## config.mk

```make
export PLATFORM = sky130hd
export DESIGN_NAME = button_led_pio
export DESIGN_NICKNAME = d
export VERILOG_FILES = /design/src/rtl/button_led_pio.sv
export SDC_FILE = /design/constraint.sdc
export NUM_CORES = 1
export LEC_CHECK = 0
export BUFFER_PORTS_ARGS = -buffer_cell sky130_fd_sc_hd__buf_2
export CAP_MARGIN = 20
export CORE_ASPECT_RATIO = 1.75
export CORE_UTILIZATION = 55
export CTS_CLUSTER_DIAMETER = 120
export CTS_CLUSTER_SIZE = 10
export DETAILED_ROUTE_END_ITERATION = 16
export PLACE_DENSITY = 0.85
export SLEW_MARGIN = 20
export SYNTH_ARGS = -nofsm -noshare
export SYNTH_HDL_FRONTEND = slang
export SYNTH_SLANG_ARGS = --single-unit
```

## constraint.sdc

```tcl
create_clock -name clk -period 10.8 [get_ports clk]
set_input_delay 1.08 -clock clk [delete_from_list [all_inputs] [get_ports clk]]
set_output_delay 1.08 -clock clk [all_outputs]
set_load 0.05 [all_outputs]
```

## src/rtl/button_led_pio.sv

```systemverilog
// button_led_pio: Avalon-MM slave for debounced pushbuttons with edge capture
// and maskable interrupt, plus enable-gated per-LED PWM brightness control.
module button_led_pio #(
    parameter int N_BTN           = 4,
    parameter int N_LED           = 8,
    parameter int DEBOUNCE_CYCLES = 500000,
    parameter int PWM_BITS        = 8,
    parameter int EDGE_MODE       = 0,
    parameter int BTN_ACTIVE_LOW  = 1,
    parameter int LED_ACTIVE_LOW  = 1
) (
    input  logic              clk,
    input  logic              reset,
    input  logic [3:0]        address,
    input  logic              read,
    input  logic              write,
    input  logic [31:0]       writedata,
    output logic [31:0]       readdata,
    output logic              irq,
    input  logic [N_BTN-1:0]  btn_in,
    output logic [N_LED-1:0]  led_out
);

    localparam int CNT_W = (DEBOUNCE_CYCLES > 2) ? $clog2(DEBOUNCE_CYCLES) : 1;
    localparam logic [CNT_W-1:0]    DB_LAST = CNT_W'(DEBOUNCE_CYCLES - 1);
    localparam logic [PWM_BITS-1:0] PWM_MAX = PWM_BITS'((1 << PWM_BITS) - 2);
    // Pin level of a released button / a dark LED
    localparam logic [N_BTN-1:0]    BTN_REL = {N_BTN{BTN_ACTIVE_LOW != 0}};
    localparam logic [N_LED-1:0]    LED_OFF = {N_LED{LED_ACTIVE_LOW != 0}};

    localparam logic [3:0] A_STATE = 4'd0;
    localparam logic [3:0] A_EDGE  = 4'd1;
    localparam logic [3:0] A_MASK  = 4'd2;
    localparam logic [3:0] A_EN    = 4'd3;

    logic [N_BTN-1:0]    sync_p0, sync_p1;
    logic [N_BTN-1:0]    btn_s;
    logic [N_BTN-1:0]    btn_stable;
    logic [CNT_W-1:0]    db_cnt [N_BTN];
    logic [N_BTN-1:0]    db_done;
    logic [N_BTN-1:0]    edge_set;
    logic [N_BTN-1:0]    edge_w1c;
    logic [N_BTN-1:0]    edge_cap;
    logic [N_BTN-1:0]    irq_mask;
    logic [N_LED-1:0]    led_en;
    logic [PWM_BITS-1:0] duty    [N_LED];
    logic [PWM_BITS-1:0] duty_sh [N_LED];
    logic [PWM_BITS-1:0] pwm_cnt;
    logic [N_LED-1:0]    led_lit;
    logic [31:0]         rd_mux;
    logic                unused_wdata;

    // Every writedata bit is consumed only for some parameter sets
    assign unused_wdata = ^writedata;

    // Sampled button level, 1 = pressed
    assign btn_s = sync_p1 ^ BTN_REL;

    // Two-flop synchroniser for the asynchronous button pins
    always_ff @(posedge clk or posedge reset) begin
        if (reset) begin
            sync_p0 <= BTN_REL;
            sync_p1 <= BTN_REL;
        end else begin
            sync_p0 <= btn_in;
            sync_p1 <= sync_p0;
        end
    end

    // Detect debounce completion, select captured edges and the W1C mask
    always_comb begin
        db_done  = '0;
        edge_set = '0;
        edge_w1c = '0;
        for (int i = 0; i < N_BTN; i++) begin
            db_done[i] = (btn_s[i] != btn_stable[i]) && (db_cnt[i] == DB_LAST);
        end
        case (EDGE_MODE)
            0:       edge_set = db_done & btn_s;
            1:       edge_set = db_done & ~btn_s;
            default: edge_set = db_done;
        endcase
        if (write && address == A_EDGE) begin
            edge_w1c = writedata[N_BTN-1:0];
        end
    end

    // Per-button debounce counters and accepted stable state
    always_ff @(posedge clk or posedge reset) begin
        if (reset) begin
            btn_stable <= '0;
            for (int i = 0; i < N_BTN; i++) begin
                db_cnt[i] <= '0;
            end
        end else begin
            for (int i = 0; i < N_BTN; i++) begin
                if (btn_s[i] == btn_stable[i] || db_done[i]) begin
                    db_cnt[i] <= '0;
                end else begin
                    db_cnt[i] <= db_cnt[i] + CNT_W'(1);
                end
            end
            btn_stable <= btn_stable ^ db_done;
        end
    end

    // Control/status registers; a fresh edge beats a same-cycle clear
    always_ff @(posedge clk or posedge reset) begin
        if (reset) begin
            edge_cap <= '0;
            irq_mask <= '0;
            led_en   <= '0;
            for (int i = 0; i < N_LED; i++) begin
                duty[i] <= '0;
            end
        end else begin
            edge_cap <= (edge_cap & ~edge_w1c) | edge_set;
            if (write) begin
                if (address == A_MASK) irq_mask <= writedata[N_BTN-1:0];
                if (address == A_EN)   led_en   <= writedata[N_LED-1:0];
                for (int i = 0; i < N_LED; i++) begin
                    if (address == 4'(4 + i)) duty[i] <= writedata[PWM_BITS-1:0];
                end
            end
        end
    end

    // Registered level interrupt from masked captured edges
    always_ff @(posedge clk or posedge reset) begin
        if (reset) irq <= 1'b0;
        else       irq <= |(edge_cap & irq_mask);
    end

    // Read data multiplexer; unmapped addresses and unused bits read 0
    always_comb begin
        rd_mux = '0;
        case (address)
            A_STATE: rd_mux[N_BTN-1:0] = btn_stable;
            A_EDGE:  rd_mux[N_BTN-1:0] = edge_cap;
            A_MASK:  rd_mux[N_BTN-1:0] = irq_mask;
            A_EN:    rd_mux[N_LED-1:0] = led_en;
            default: begin
                for (int i = 0; i < N_LED; i++) begin
                    if (address == 4'(4 + i)) rd_mux[PWM_BITS-1:0] = duty[i];
                end
            end
        endcase
    end

    // One-cycle read latency; a same-cycle write is not yet visible
    always_ff @(posedge clk or posedge reset) begin
        if (reset)     readdata <= '0;
        else if (read) readdata <= rd_mux;
        else           readdata <= '0;
    end

    // Shared PWM counter and duty shadows reloaded at the end of each period
    always_ff @(posedge clk or posedge reset) begin
        if (reset) begin
            pwm_cnt <= '0;
            for (int i = 0; i < N_LED; i++) begin
                duty_sh[i] <= '0;
            end
        end else if (pwm_cnt == PWM_MAX) begin
            pwm_cnt <= '0;
            for (int i = 0; i < N_LED; i++) begin
                duty_sh[i] <= duty[i];
            end
        end else begin
            pwm_cnt <= pwm_cnt + PWM_BITS'(1);
        end
    end

    // Compare counter against each shadow duty
    always_comb begin
        led_lit = '0;
        for (int i = 0; i < N_LED; i++) begin
            led_lit[i] = led_en[i] && (pwm_cnt < duty_sh[i]);
        end
    end

    // Registered LED pins at board polarity
    always_ff @(posedge clk or posedge reset) begin
        if (reset) led_out <= LED_OFF;
        else       led_out <= led_lit ^ LED_OFF;
    end

endmodule
```

==> results by group <==
Timing
  – Setup TNS: 0 ns
  – Final min period: 2.89 ns
  – Final WS setup: 7.91 ns
  – Fin Clk Skew: 0.0178 ns
  – Max Fclk: 346 MHz
  – RSZ-0062 raised after global routing: no
  – Final setup fails: 0
  – Final Slew Violations: 0
  – Worst Tran Pin Value: 0.899 ns
  – Period utilization: 0.268
  – Relative slew slack: 0.398
  – Final Hold Viols: 0

Placed design
  – DP Area: 0.0134 mm2
  – I/O Buffers: 36
  – Final Wtd Congestion: 0.862
  – Place WS: 7.66 ns
  – Post-DP HPWL: 19.5 mm
  – Placed Cells: 1446

Clock tree
  – Cts bufs inserted: 29
  – Clock Pin Slew Worst Setup and Hold Paths: 0.06 ns
  – Root Buffer: clkbuf_16
  – CTS tree: yes
  – Clk buf depth: 3
  – Hold Buf Count CTS: 0
  – Setup Buffers After CTS: 0
  – Clock Latency Late Sink: 0.55 ns
  – Post-CTS sizing: 0
  – H-tree depth: 1
  – Clock sink total: 257

Logic synthesis
  – Sequential fraction of the synthesis area: 0.494
  – Top post-synthesis cells by area: dfrtp_1 (46%), mux2_4 (6.8%), ha_1 (5.9%), mux2_2 (5.2%), dfstp_2 (3.2%)
  – Synth Register Bits: 257
  – Mapped Cells: 1131
  – Synth unique cells: 59
  – Synth async-reset ratio: 1.00
  – Synth Flop Type: dfrtp_1
  – Synthesized area: 0.0131 mm2
  – Yosys top cell by area: dfrtp_1
  – Warnings, synthesis: 0
  – EDFF count, synth: 0
  – Area share of the largest cell type after synthesis: 0.462
  – Mapped Avg Cell Area: 11.6 um2

Pwr
  – Cell Pwr Density: 156 mW/mm2
  – Worst IR Drop VDD: 0.000119 V
  – Leak: 0.00648 uW

Final layout
  – Antenna diodes: 0
  – Area growth from synthesis to layout: 8.71%
  – Final nets: 1280
  – Fillers: 1798
  – Most frequent cells in the layout: dfrtp_1 (241), nor2_1 (104), inv_1 (74), nand2_1 (63), ha_1 (62)
  – Fin area: 0.0142 mm2
  – Area of the multi-input gates: 0.00602 mm2
  – Most common cell after layout, fill and taps aside: dfrtp_1
  – Layout cells sized above 1: 0.206
  – FF+latch area: 0.00645 mm2
  – Fin util: 0.609
  – Cell Count, Final, Fillers Out: 1501

Hold path
  – Hold crit path type: reg -> reg
  – Min-delay src: sync_p0[2]
  – Min-Delay Endpoint: sync_p1[2]
  – Hold Path Depth: 0

Detailed routing
  – WL/cell: 19.0 um
  – Detailed-route via count: 8730
  – Vias per cell: 5.82
  – DRT Pass-1 Iters: 5
  – Detail Route Antenna Nets: 0
  – Detailed Route Iter0 Violations: 535
  – DRC viols: 0
  – WL final: 28.6 mm

Global route
  – Vias in the first global route: 9339
  – GR Util All Layers: 0.248
  – First-pass GRT wire length: 47.7 mm
  – Initial antenna violation count: 1
  – Total grt overflow: 0
  – Largest net degree at the start of global routing: 119

Die
  – Core Footprint: 0.0233 mm2
  – Die X: 119 um
  – DIE AREA: 0.0244 mm2
  – Io pins: 85
  – Die Height: 206 um
  – Std cell rows: 74
  – Initial Utilization: 0.560

Setup path
  – Crit-path max FO: 47
  – Reg2reg path depth: 5
  – Arrival @ worst endpoint: 3.32 ns
  – CP Data Required Time: 11.23 ns
  – Worst Setup SP: pwm_cnt[4]
  – Kind of critical path: reg -> reg
  – Reg-to-reg critical path startpoint: pwm_cnt[4]
  – Worst setup EP type: flop
  – FF-to-FF setup slack: 7.91 ns
  – CP Launch Type: flop
  – R2r endpoint: duty_sh[5]

Flow run
  – Max Cap Viol: 0

Run status
  – Status: completed
-- Yosys cell counts (6+ instances only) --
library cell	instances
dfrtp_1	241
nor2_1	104
inv_1	75
nand2_1	63
ha_1	62
mux2_2	60
mux2_4	59
o21ai_0	55
xor2_1	41
nand3_1	39
xnor2_1	35
buf_4	31
o21a_1	24
nand4_1	21
and3_1	19
dfstp_2	16
a21oi_1	15
nor4b_1	12
buf_2	11
a31oi_1	10
mux4_2	10
a21boi_0	9
mux2i_1	9
and3b_1	8
buf_6	8
nor2_2	7
or2_2	7
a22oi_1	6
nor2b_1	6
o21ai_1	6
-- worst max path at each step --
stage                                  to  slack [ns]  depth (start not counted)
2_1_floorplan  asynchronous set/reset pin        2.68                          1
3_3_place_gp                     duty[48]        7.69                          5
3_5_place_dp                     duty[55]        7.66                          5
4_1_cts                        duty_sh[5]        7.91                          5
5_1_grt                        duty_sh[4]        7.74                          5
6_report                       duty_sh[5]        7.91                          5
-- flip-flops by register name, summed over array words and instances, names as in the netlist, named ones only --
name and flops:
led_out 8, sync_p0 4, pwm_cnt 8, btn_stable 3, db_cnt 76, readdata 8
sync_p1 4, edge_cap 4, led_en 8, irq_mask 4, duty 64, irq 1
duty_sh 64
-- power breakdown --
| part | switching (uW) | internal (uW) |
|---|---|---|
| Clock | 379 | 503 |
| Sequential | 72.0 | 1040 |
| Combinational | 132 | 90.7 |
-- area by class of cell --
class / count / area share
clock buffer: 52 / 0.0572
clock inverter: 2 / 0.000969
inverter: 75 / 0.0204
multi-input combinational: 769 / 0.424
sequential: 257 / 0.454
tap: 304 / 0.0268
timing repair buffer: 42 / 0.0167
-- cells by family after synthesis --
logic type	Yosys count	share of synthesized area
AND/OR/NAND/NOR	322	0.129
flip-flops	257	0.494
AO/OA/AOI/OAI	147	0.0705
multiplexers	138	0.144
buffers and inverters	128	0.0522
XOR/XNOR	76	0.0510
adder cells (fa/ha/maj)	62	0.0594
other	1	0.000287
-- worst max-delay path: stages (launching register included) --
cell and delay, ns:
dfrtp_1 0.74, nand3_1 0.21, nor2_2 0.24, nand4_4 0.53, buf_4 0.61, mux2_4 0.41
-- metal layers --
| layer | vias up | GRT usage | routed length (um) |
|---|---|---|---|
| met1 | 4370 | 0.262 | 10400 |
| met3 | 103 | 0.0331 | 1230 |
| met2 | 267 | 0.462 | 15200 |
| li1 | 3988 | - | - |
| met5 | - | 0 | 13 |
| met4 | 2 | 0.160 | 1780 |
-- stage by stage --
| step | power [uW] | hold slack (ns) |
|---|---|---|
| after floorplan | 1280 | 0.345 |
| after global placement | 1330 | 0.348 |
| after detailed placement | 1350 | 0.348 |
| after CTS | 2230 | 0.351 |
| after global routing | 2300 | 0.359 |
| final | 2220 | 0.350 |
Power figures use the tool's default switching activity.
